`src/rtl/usb_fifo_sched.sv`:
```
// usb_fifo_sched -- slave-FIFO bus scheduler for the CY68013 (FX2).
//
// Shares the single 16-bit FX2 slave-FIFO bus between an RX path
// (EP2 -> rx_* stream) and a TX path (tx_* stream -> EP6). It generates the
// FIFOADDR / SLOE / SLRD / SLWR timing and arbitrates round-robin between the
// two directions, with bursts of at most BURST_MAX words per grant.
//
// Ports
//   fpga_gclk, reset_n       clock, async active-low reset
//   usb_flaga / usb_flagc    EP2 not empty / EP6 not full
//   usb_fifoaddr, usb_slcs,
//   usb_sloe, usb_slrd,
//   usb_slwr                 FX2 control pins (all registered)
//   usb_fd_i/_o/_oe          bus data in / out / FPGA drive enable
//   rx_data, rx_valid        word read from EP2, one-cycle valid pulse
//   rx_ready                 consumer can take the next word
//   tx_data, tx_valid        word to write to EP6
//   tx_ready                 one-cycle pulse when tx_data is captured
//   busy                     controller is not idle
module usb_fifo_sched #(
    parameter int SETUP_CYC  = 3,
    parameter int STROBE_CYC = 4,
    parameter int HOLD_CYC   = 2,
    parameter int BURST_MAX  = 8
) (
    input  logic        fpga_gclk,
    input  logic        reset_n,
    input  logic        usb_flaga,
    input  logic        usb_flagc,
    output logic [1:0]  usb_fifoaddr,
    output logic        usb_slcs,
    output logic        usb_sloe,
    output logic        usb_slrd,
    output logic        usb_slwr,
    input  logic [15:0] usb_fd_i,
    output logic [15:0] usb_fd_o,
    output logic        usb_fd_oe,
    output logic [15:0] rx_data,
    output logic        rx_valid,
    input  logic        rx_ready,
    input  logic [15:0] tx_data,
    input  logic        tx_valid,
    output logic        tx_ready,
    output logic        busy
);
    localparam int MAX_CYC = (SETUP_CYC > STROBE_CYC)
                           ? ((SETUP_CYC > HOLD_CYC) ? SETUP_CYC : HOLD_CYC)
                           : ((STROBE_CYC > HOLD_CYC) ? STROBE_CYC : HOLD_CYC);
    localparam int CNT_W = $clog2(MAX_CYC) + 1;
    localparam int BC_W  = $clog2(BURST_MAX) + 1;

    localparam logic [CNT_W-1:0] SETUP_LAST  = CNT_W'(SETUP_CYC - 1);
    localparam logic [CNT_W-1:0] STROBE_LAST = CNT_W'(STROBE_CYC - 1);
    localparam logic [CNT_W-1:0] HOLD_LAST   = CNT_W'(HOLD_CYC - 1);
    localparam logic [BC_W-1:0]  BURST_LAST  = BC_W'(BURST_MAX - 1);

    localparam logic [2:0] S_IDLE      = 3'd0;
    localparam logic [2:0] S_RD_SETUP  = 3'd1;
    localparam logic [2:0] S_RD_STROBE = 3'd2;
    localparam logic [2:0] S_RD_HOLD   = 3'd3;
    localparam logic [2:0] S_WR_SETUP  = 3'd4;
    localparam logic [2:0] S_WR_STROBE = 3'd5;
    localparam logic [2:0] S_WR_HOLD   = 3'd6;
    localparam logic [2:0] S_TURN      = 3'd7;

    logic [2:0]       state_q, state_d;
    logic [CNT_W-1:0] cnt_q, cnt_d;
    logic [BC_W-1:0]  burst_cnt_q, burst_cnt_d;
    logic             last_tx_q, last_tx_d;     // 1: last grant was TX
    logic [1:0]       fifoaddr_q, fifoaddr_d;
    logic             sloe_q, sloe_d;
    logic             slrd_q, slrd_d;
    logic             slwr_q, slwr_d;
    logic [15:0]      fd_o_q, fd_o_d;
    logic             fd_oe_q, fd_oe_d;
    logic [15:0]      rx_data_q, rx_data_d;
    logic             rx_valid_q, rx_valid_d;
    logic             tx_ready_q, tx_ready_d;
    logic             busy_q, busy_d;

    logic rd_ok, wr_ok, grant_rd, grant_wr, rd_state, wr_state;

    assign rd_ok = usb_flaga & rx_ready;
    assign wr_ok = usb_flagc & tx_valid;
    // When both are eligible, the direction not granted last time wins.
    assign grant_rd = rd_ok & (~wr_ok | last_tx_q);
    assign grant_wr = wr_ok & (~rd_ok | ~last_tx_q);

    always_comb begin
        state_d     = state_q;
        cnt_d       = cnt_q + CNT_W'(1);
        burst_cnt_d = burst_cnt_q;
        last_tx_d   = last_tx_q;
        fd_o_d      = fd_o_q;
        rx_data_d   = rx_data_q;
        rx_valid_d  = 1'b0;
        tx_ready_d  = 1'b0;

        case (state_q)
            S_IDLE: begin
                cnt_d       = '0;
                burst_cnt_d = '0;
                if (grant_rd) begin
                    state_d   = S_RD_SETUP;
                    last_tx_d = 1'b0;
                end else if (grant_wr) begin
                    state_d    = S_WR_SETUP;
                    last_tx_d  = 1'b1;
                    fd_o_d     = tx_data;
                    tx_ready_d = 1'b1;
                end
            end
            S_RD_SETUP: if (cnt_q == SETUP_LAST) begin
                state_d = S_RD_STROBE;
                cnt_d   = '0;
            end
            S_RD_STROBE: if (cnt_q == STROBE_LAST) begin
                // Data is sampled on the edge that releases SLRD.
                state_d    = S_RD_HOLD;
                cnt_d      = '0;
                rx_data_d  = usb_fd_i;
                rx_valid_d = 1'b1;
            end
            S_RD_HOLD: if (cnt_q == HOLD_LAST) begin
                cnt_d = '0;
                if (rd_ok && burst_cnt_q < BURST_LAST) begin
                    state_d     = S_RD_SETUP;
                    burst_cnt_d = burst_cnt_q + BC_W'(1);
                end else begin
                    state_d     = S_TURN;
                    burst_cnt_d = '0;
                end
            end
            S_WR_SETUP: if (cnt_q == SETUP_LAST) begin
                state_d = S_WR_STROBE;
                cnt_d   = '0;
            end
            S_WR_STROBE: if (cnt_q == STROBE_LAST) begin
                state_d = S_WR_HOLD;
                cnt_d   = '0;
            end
            S_WR_HOLD: if (cnt_q == HOLD_LAST) begin
                cnt_d = '0;
                if (wr_ok && burst_cnt_q < BURST_LAST) begin
                    state_d     = S_WR_SETUP;
                    burst_cnt_d = burst_cnt_q + BC_W'(1);
                    fd_o_d      = tx_data;
                    tx_ready_d  = 1'b1;
                end else begin
                    state_d     = S_TURN;
                    burst_cnt_d = '0;
                end
            end
            S_TURN: begin
                state_d = S_IDLE;
                cnt_d   = '0;
            end
            default: begin
                state_d = S_IDLE;
                cnt_d   = '0;
            end
        endcase

        // Pin controls are decoded from the next state and registered, so the
        // pads see glitch-free levels. A read and a write are always separated
        // by TURN, which keeps SLOE low and FD_OE high from ever overlapping.
        rd_state   = (state_d == S_RD_SETUP) || (state_d == S_RD_STROBE) || (state_d == S_RD_HOLD);
        wr_state   = (state_d == S_WR_SETUP) || (state_d == S_WR_STROBE) || (state_d == S_WR_HOLD);
        sloe_d     = ~rd_state;
        slrd_d     = (state_d != S_RD_STROBE);
        slwr_d     = (state_d != S_WR_STROBE);
        fd_oe_d    = wr_state;
        busy_d     = (state_d != S_IDLE);
        fifoaddr_d = rd_state ? 2'b00 : (wr_state ? 2'b10 : fifoaddr_q);
    end

    always_ff @(posedge fpga_gclk or negedge reset_n) begin
        if (!reset_n) begin
            state_q     <= S_IDLE;
            cnt_q       <= '0;
            burst_cnt_q <= '0;
            last_tx_q   <= 1'b1;
            fifoaddr_q  <= 2'b00;
            sloe_q      <= 1'b1;
            slrd_q      <= 1'b1;
            slwr_q      <= 1'b1;
            fd_o_q      <= '0;
            fd_oe_q     <= 1'b0;
            rx_data_q   <= '0;
            rx_valid_q  <= 1'b0;
            tx_ready_q  <= 1'b0;
            busy_q      <= 1'b0;
        end else begin
            state_q     <= state_d;
            cnt_q       <= cnt_d;
            burst_cnt_q <= burst_cnt_d;
            last_tx_q   <= last_tx_d;
            fifoaddr_q  <= fifoaddr_d;
            sloe_q      <= sloe_d;
            slrd_q      <= slrd_d;
            slwr_q      <= slwr_d;
            fd_o_q      <= fd_o_d;
            fd_oe_q     <= fd_oe_d;
            rx_data_q   <= rx_data_d;
            rx_valid_q  <= rx_valid_d;
            tx_ready_q  <= tx_ready_d;
            busy_q      <= busy_d;
        end
    end

    assign usb_fifoaddr = fifoaddr_q;
    assign usb_slcs     = 1'b0;
    assign usb_sloe     = sloe_q;
    assign usb_slrd     = slrd_q;
    assign usb_slwr     = slwr_q;
    assign usb_fd_o     = fd_o_q;
    assign usb_fd_oe    = fd_oe_q;
    assign rx_data      = rx_data_q;
    assign rx_valid     = rx_valid_q;
    assign tx_ready     = tx_ready_q;
    assign busy         = busy_q;
endmodule

```
`config.mk`:
```
export PLATFORM = sky130hd
export DESIGN_NAME = usb_fifo_sched
export DESIGN_NICKNAME = d
export VERILOG_FILES = /design/src/rtl/usb_fifo_sched.sv
export SDC_FILE = /design/constraint.sdc
export NUM_CORES = 1
export LEC_CHECK = 0
export CORE_ASPECT_RATIO = 0.75
export CORE_UTILIZATION = 23
export CTS_CLUSTER_DIAMETER = 200
export CTS_CLUSTER_SIZE = 10
export DETAILED_ROUTE_END_ITERATION = 16
export GPL_ROUTABILITY_DRIVEN = 1
export PLACE_DENSITY_LB_ADDON = 0.25
export SYNTH_ARGS = -nofsm -noshare
export SYNTH_HDL_FRONTEND = slang
export SYNTH_SLANG_ARGS = --single-unit
```
`constraint.sdc`:
```
create_clock -name fpga_gclk -period 5.3 [get_ports fpga_gclk]
set_input_delay 1.325 -clock fpga_gclk [delete_from_list [all_inputs] [get_ports fpga_gclk]]
set_output_delay 1.325 -clock fpga_gclk [all_outputs]
set_load 0.03 [all_outputs]
```
==> run summary <==
Worst Skew - 0.008609 ns
cell count after synthesis - 195
Tot GR Track Use - 10.37%
RSZ-0062 raised after global routing - no
status - complete, no violations
port bufs - 77
initial DRC count - 103
latest clock arrival within the worst-skew pair - 0.29 ns
number of buffers and inverters on the critical path - 1
vias per cell - 4.287
Setup Buffers After CTS - 0
# fillers - 1025
count of standard-cell rows - 32
first-pass GRT wire length - 8.997 mm
grt total ovfl - 0
Synth Warn # - 0
syn_area_per_cell - 12.51 sq um
Die Wd - 120.9 um
Sw Share - 40.10%
CTS buffer count - 5
drt first pass iters - 4
DP Worst Slack - 1.858 ns
max-cap viol count - 0
crit path launch type - input port
CP Cell Sequence - clkdlybuf4s50_1 > nand2_1 > and3b_1 > a41oi_4 > mux2_2
Worst path top cell family by delay - compound AO/OA/AOI/OAI gates
Die ar. - 11020 sq um
utilization after layout - 33.82%
GP Congestion - 0.7623
CP endpoint kind - flip-flop
Worst path slowest cell - a41oi_4
Core Footprint - 10290 sq um
Via Count - 1749
fin nets - 315
post_cts resized - 0
actual slew at the worst max-slew pin - 0.9049 ns
Detail Placement HPWL - 3.721 mm
asr flop ratio synth - 100.0%
clock tree buffer depth - 2
CP Max Fanout - 17
Sum Neg Setup Slack - 0 ns
Leakage - 1.492 nW
Starting Density - 23.70%
worst vdd rail ir drop - 0.2515 mV
Tmin final - 3.114 ns
Clk Tree Root Cell - clkbuf_16
CP arrival - 3.29 ns
Post-synth top flop - dfrtp_1
Cell Pwr Density - 629.2 nW/um^2
CTS sink cnt - 51
setup ws final - 2.186 ns
final hold slack - 0.5074 ns
Finish-stage setup viols - 0
synthesized cell area - 2439 sq um
Int Pwr - 1.311 mW
CTS tree - done
Die Y - 91.18 um
data required time of the critical path - 5.48 ns
combinational power share - 50.5%
max-slew headroom at the worst pin - 39.61%
Seq pwr share - 32.3%
synthesized flop and latch total - 51
hold buffer count at CTS - 0
fmax - 0.3211 GHz
Clk pin slew, worst setup/hold paths - 0.07 ns
initial antenna violation count - 0
final WL - 5.293 mm
number of synthesized flops with an enable pin - 0
vias in the first global route - 1827
crit path kind - in2reg
sequential area share after synthesis - 52.54%
clock power share - 17.2%
P_sw - 0.8780 mW
H-tree levels - 2
layout cells sized above 1 - 20.59%
Ant. Diodes - 0
crit-path max cell delay - 0.65 ns
Slew Viols, Final - 0
Hold Violations, Final - 0
distinct cell type count after synthesis - 56
Remaining DRCs - 0
routed wire length per instance - 12.97 um
Hold Path Class - reg2reg
io pins - 80
pin count of the biggest net entering global routing - 52
Layout Area Growth over Synthesis - 42.69%
fin crit share - 58.76%
Final ANT Viol Nets - 0
## flip-flops by register name, indices dropped and copies added (netlist names), 3 cells and up
signal / flops
burst_cnt_q: 4
cnt_q: 3
rx_data: 16
state_q: 3
usb_fd_o: 16
## worst reg2reg max path: stages (launching register included)
cell and delay, ns:
dfrtp_1 0.58, nor2b_2 0.29, and3_4 0.24, a41oi_4 0.68
mux2_2 0.42
## power by group through the flow
stage | Combinational [mW] | Sequential [mW] | Clock [mW]
2_1_floorplan | 0.512 | 0.923 | 0
3_3_place_gp | 1.11 | 0.713 | 0
3_5_place_dp | 1.11 | 0.712 | 0
4_1_cts | 1.12 | 0.709 | 0.395
5_1_grt | 1.20 | 0.739 | 0.406
6_report | 1.11 | 0.707 | 0.376
## cell usage in the layout, fill, tap and decap left out, types with 3 or more instances in the layout
master / instances
inv_1: 9
clkbuf_16: 5
ha_1: 6
nand2_1: 11
nand3_1: 7
dfrtp_1: 47
nor2_1: 11
mux2_4: 9
clkdlybuf4s50_1: 76
a21o_1: 3
a21oi_1: 4
mux2_2: 23
o21ai_0: 6
dfstp_2: 4
## final cells by class
cell class              count  area [sq um]  area share [%]
multi-input cells         126          1050           30.17
flip-flops and latches     51          1281           36.82
inverters                   9         33.78          0.9709
repair buffers             78         773.2           22.22
clock inverters             3         46.29           1.330
clock buffers               5         125.1           3.596
well taps                 136         170.2           4.890
## path summary, 6_finish.rpt
| check | start | to | depth (start not counted) | slack (ns) |
|---|---|---|---|---|
| max | usb_flagc | usb_fd_o[6] | 5 | 2.19 |
| min | rx_data[3] | rx_data[3] | 1 | 0.51 |
| min reg2reg | rx_data[3] | rx_data[3] | 1 | 0.51 |
| max reg2reg | state_q[2] | usb_fd_o[6] | 4 | 2.99 |
| max in group asynchronous | reset_n | rx_data[12] | 2 | 3.71 |
| min in group asynchronous | reset_n | cnt_q[2] | 2 | 1.15 |
## per-layer routing
metal  share of wire, %  track usage [%]
met4               0.93            2.469
met2                 40            15.00
met5                  0                0
met3                8.6            4.209
met1                 50            14.27
## cells in the mapped netlist, types with 2 or more instances
cell	n	area [sq um]
nor2_1	11	41.29
dfstp_2	4	105.1
inv_1	9	33.78
nand4_1	2	12.51
mux2i_1	2	20.02
nor2b_2	2	17.52
nor3_1	2	10.01
mux2_4	9	135.1
buf_2	2	10.01
nand2_1	11	41.29
nand3_1	7	35.03
mux2_2	23	259.0
nor2b_1	2	12.51
dfrtp_1	47	1176
a21oi_1	4	20.02
o21bai_1	2	15.01
o21ai_0	6	30.03
buf_4	5	37.54
ha_1	6	75.07
a21o_1	3	22.52
## metrics by stage
stage	power, mW	std cells	instance area, sq um
3_5_place_dp	1.826	400	3308
5_1_grt	2.343	408	3480
4_1_cts	2.221	408	3480
6_report	2.189	408	3480
3_3_place_gp	1.823	400	3308
2_1_floorplan	1.436	196	2442
## logic make-up (layout without fill, tap and decap cells)
| kind of cell | Yosys count | in the layout | share of synthesized area [%] |
|---|---|---|---|
| DFF | 51 | 51 | 52.54 |
| and+or+nand+nor | 47 | 47 | 10.16 |
| AOI/OAI and AO/OA | 36 | 36 | 12.16 |
| muxes | 34 | 34 | 16.98 |
| buffers and inverters | 19 | 95 | 4.566 |
| adders and majority gates | 6 | 6 | 3.078 |
| other | 1 | 2 | 0.1538 |
| xor gates and xnor gates | 1 | 1 | 0.3592 |
Power figures use the tool's default switching activity.
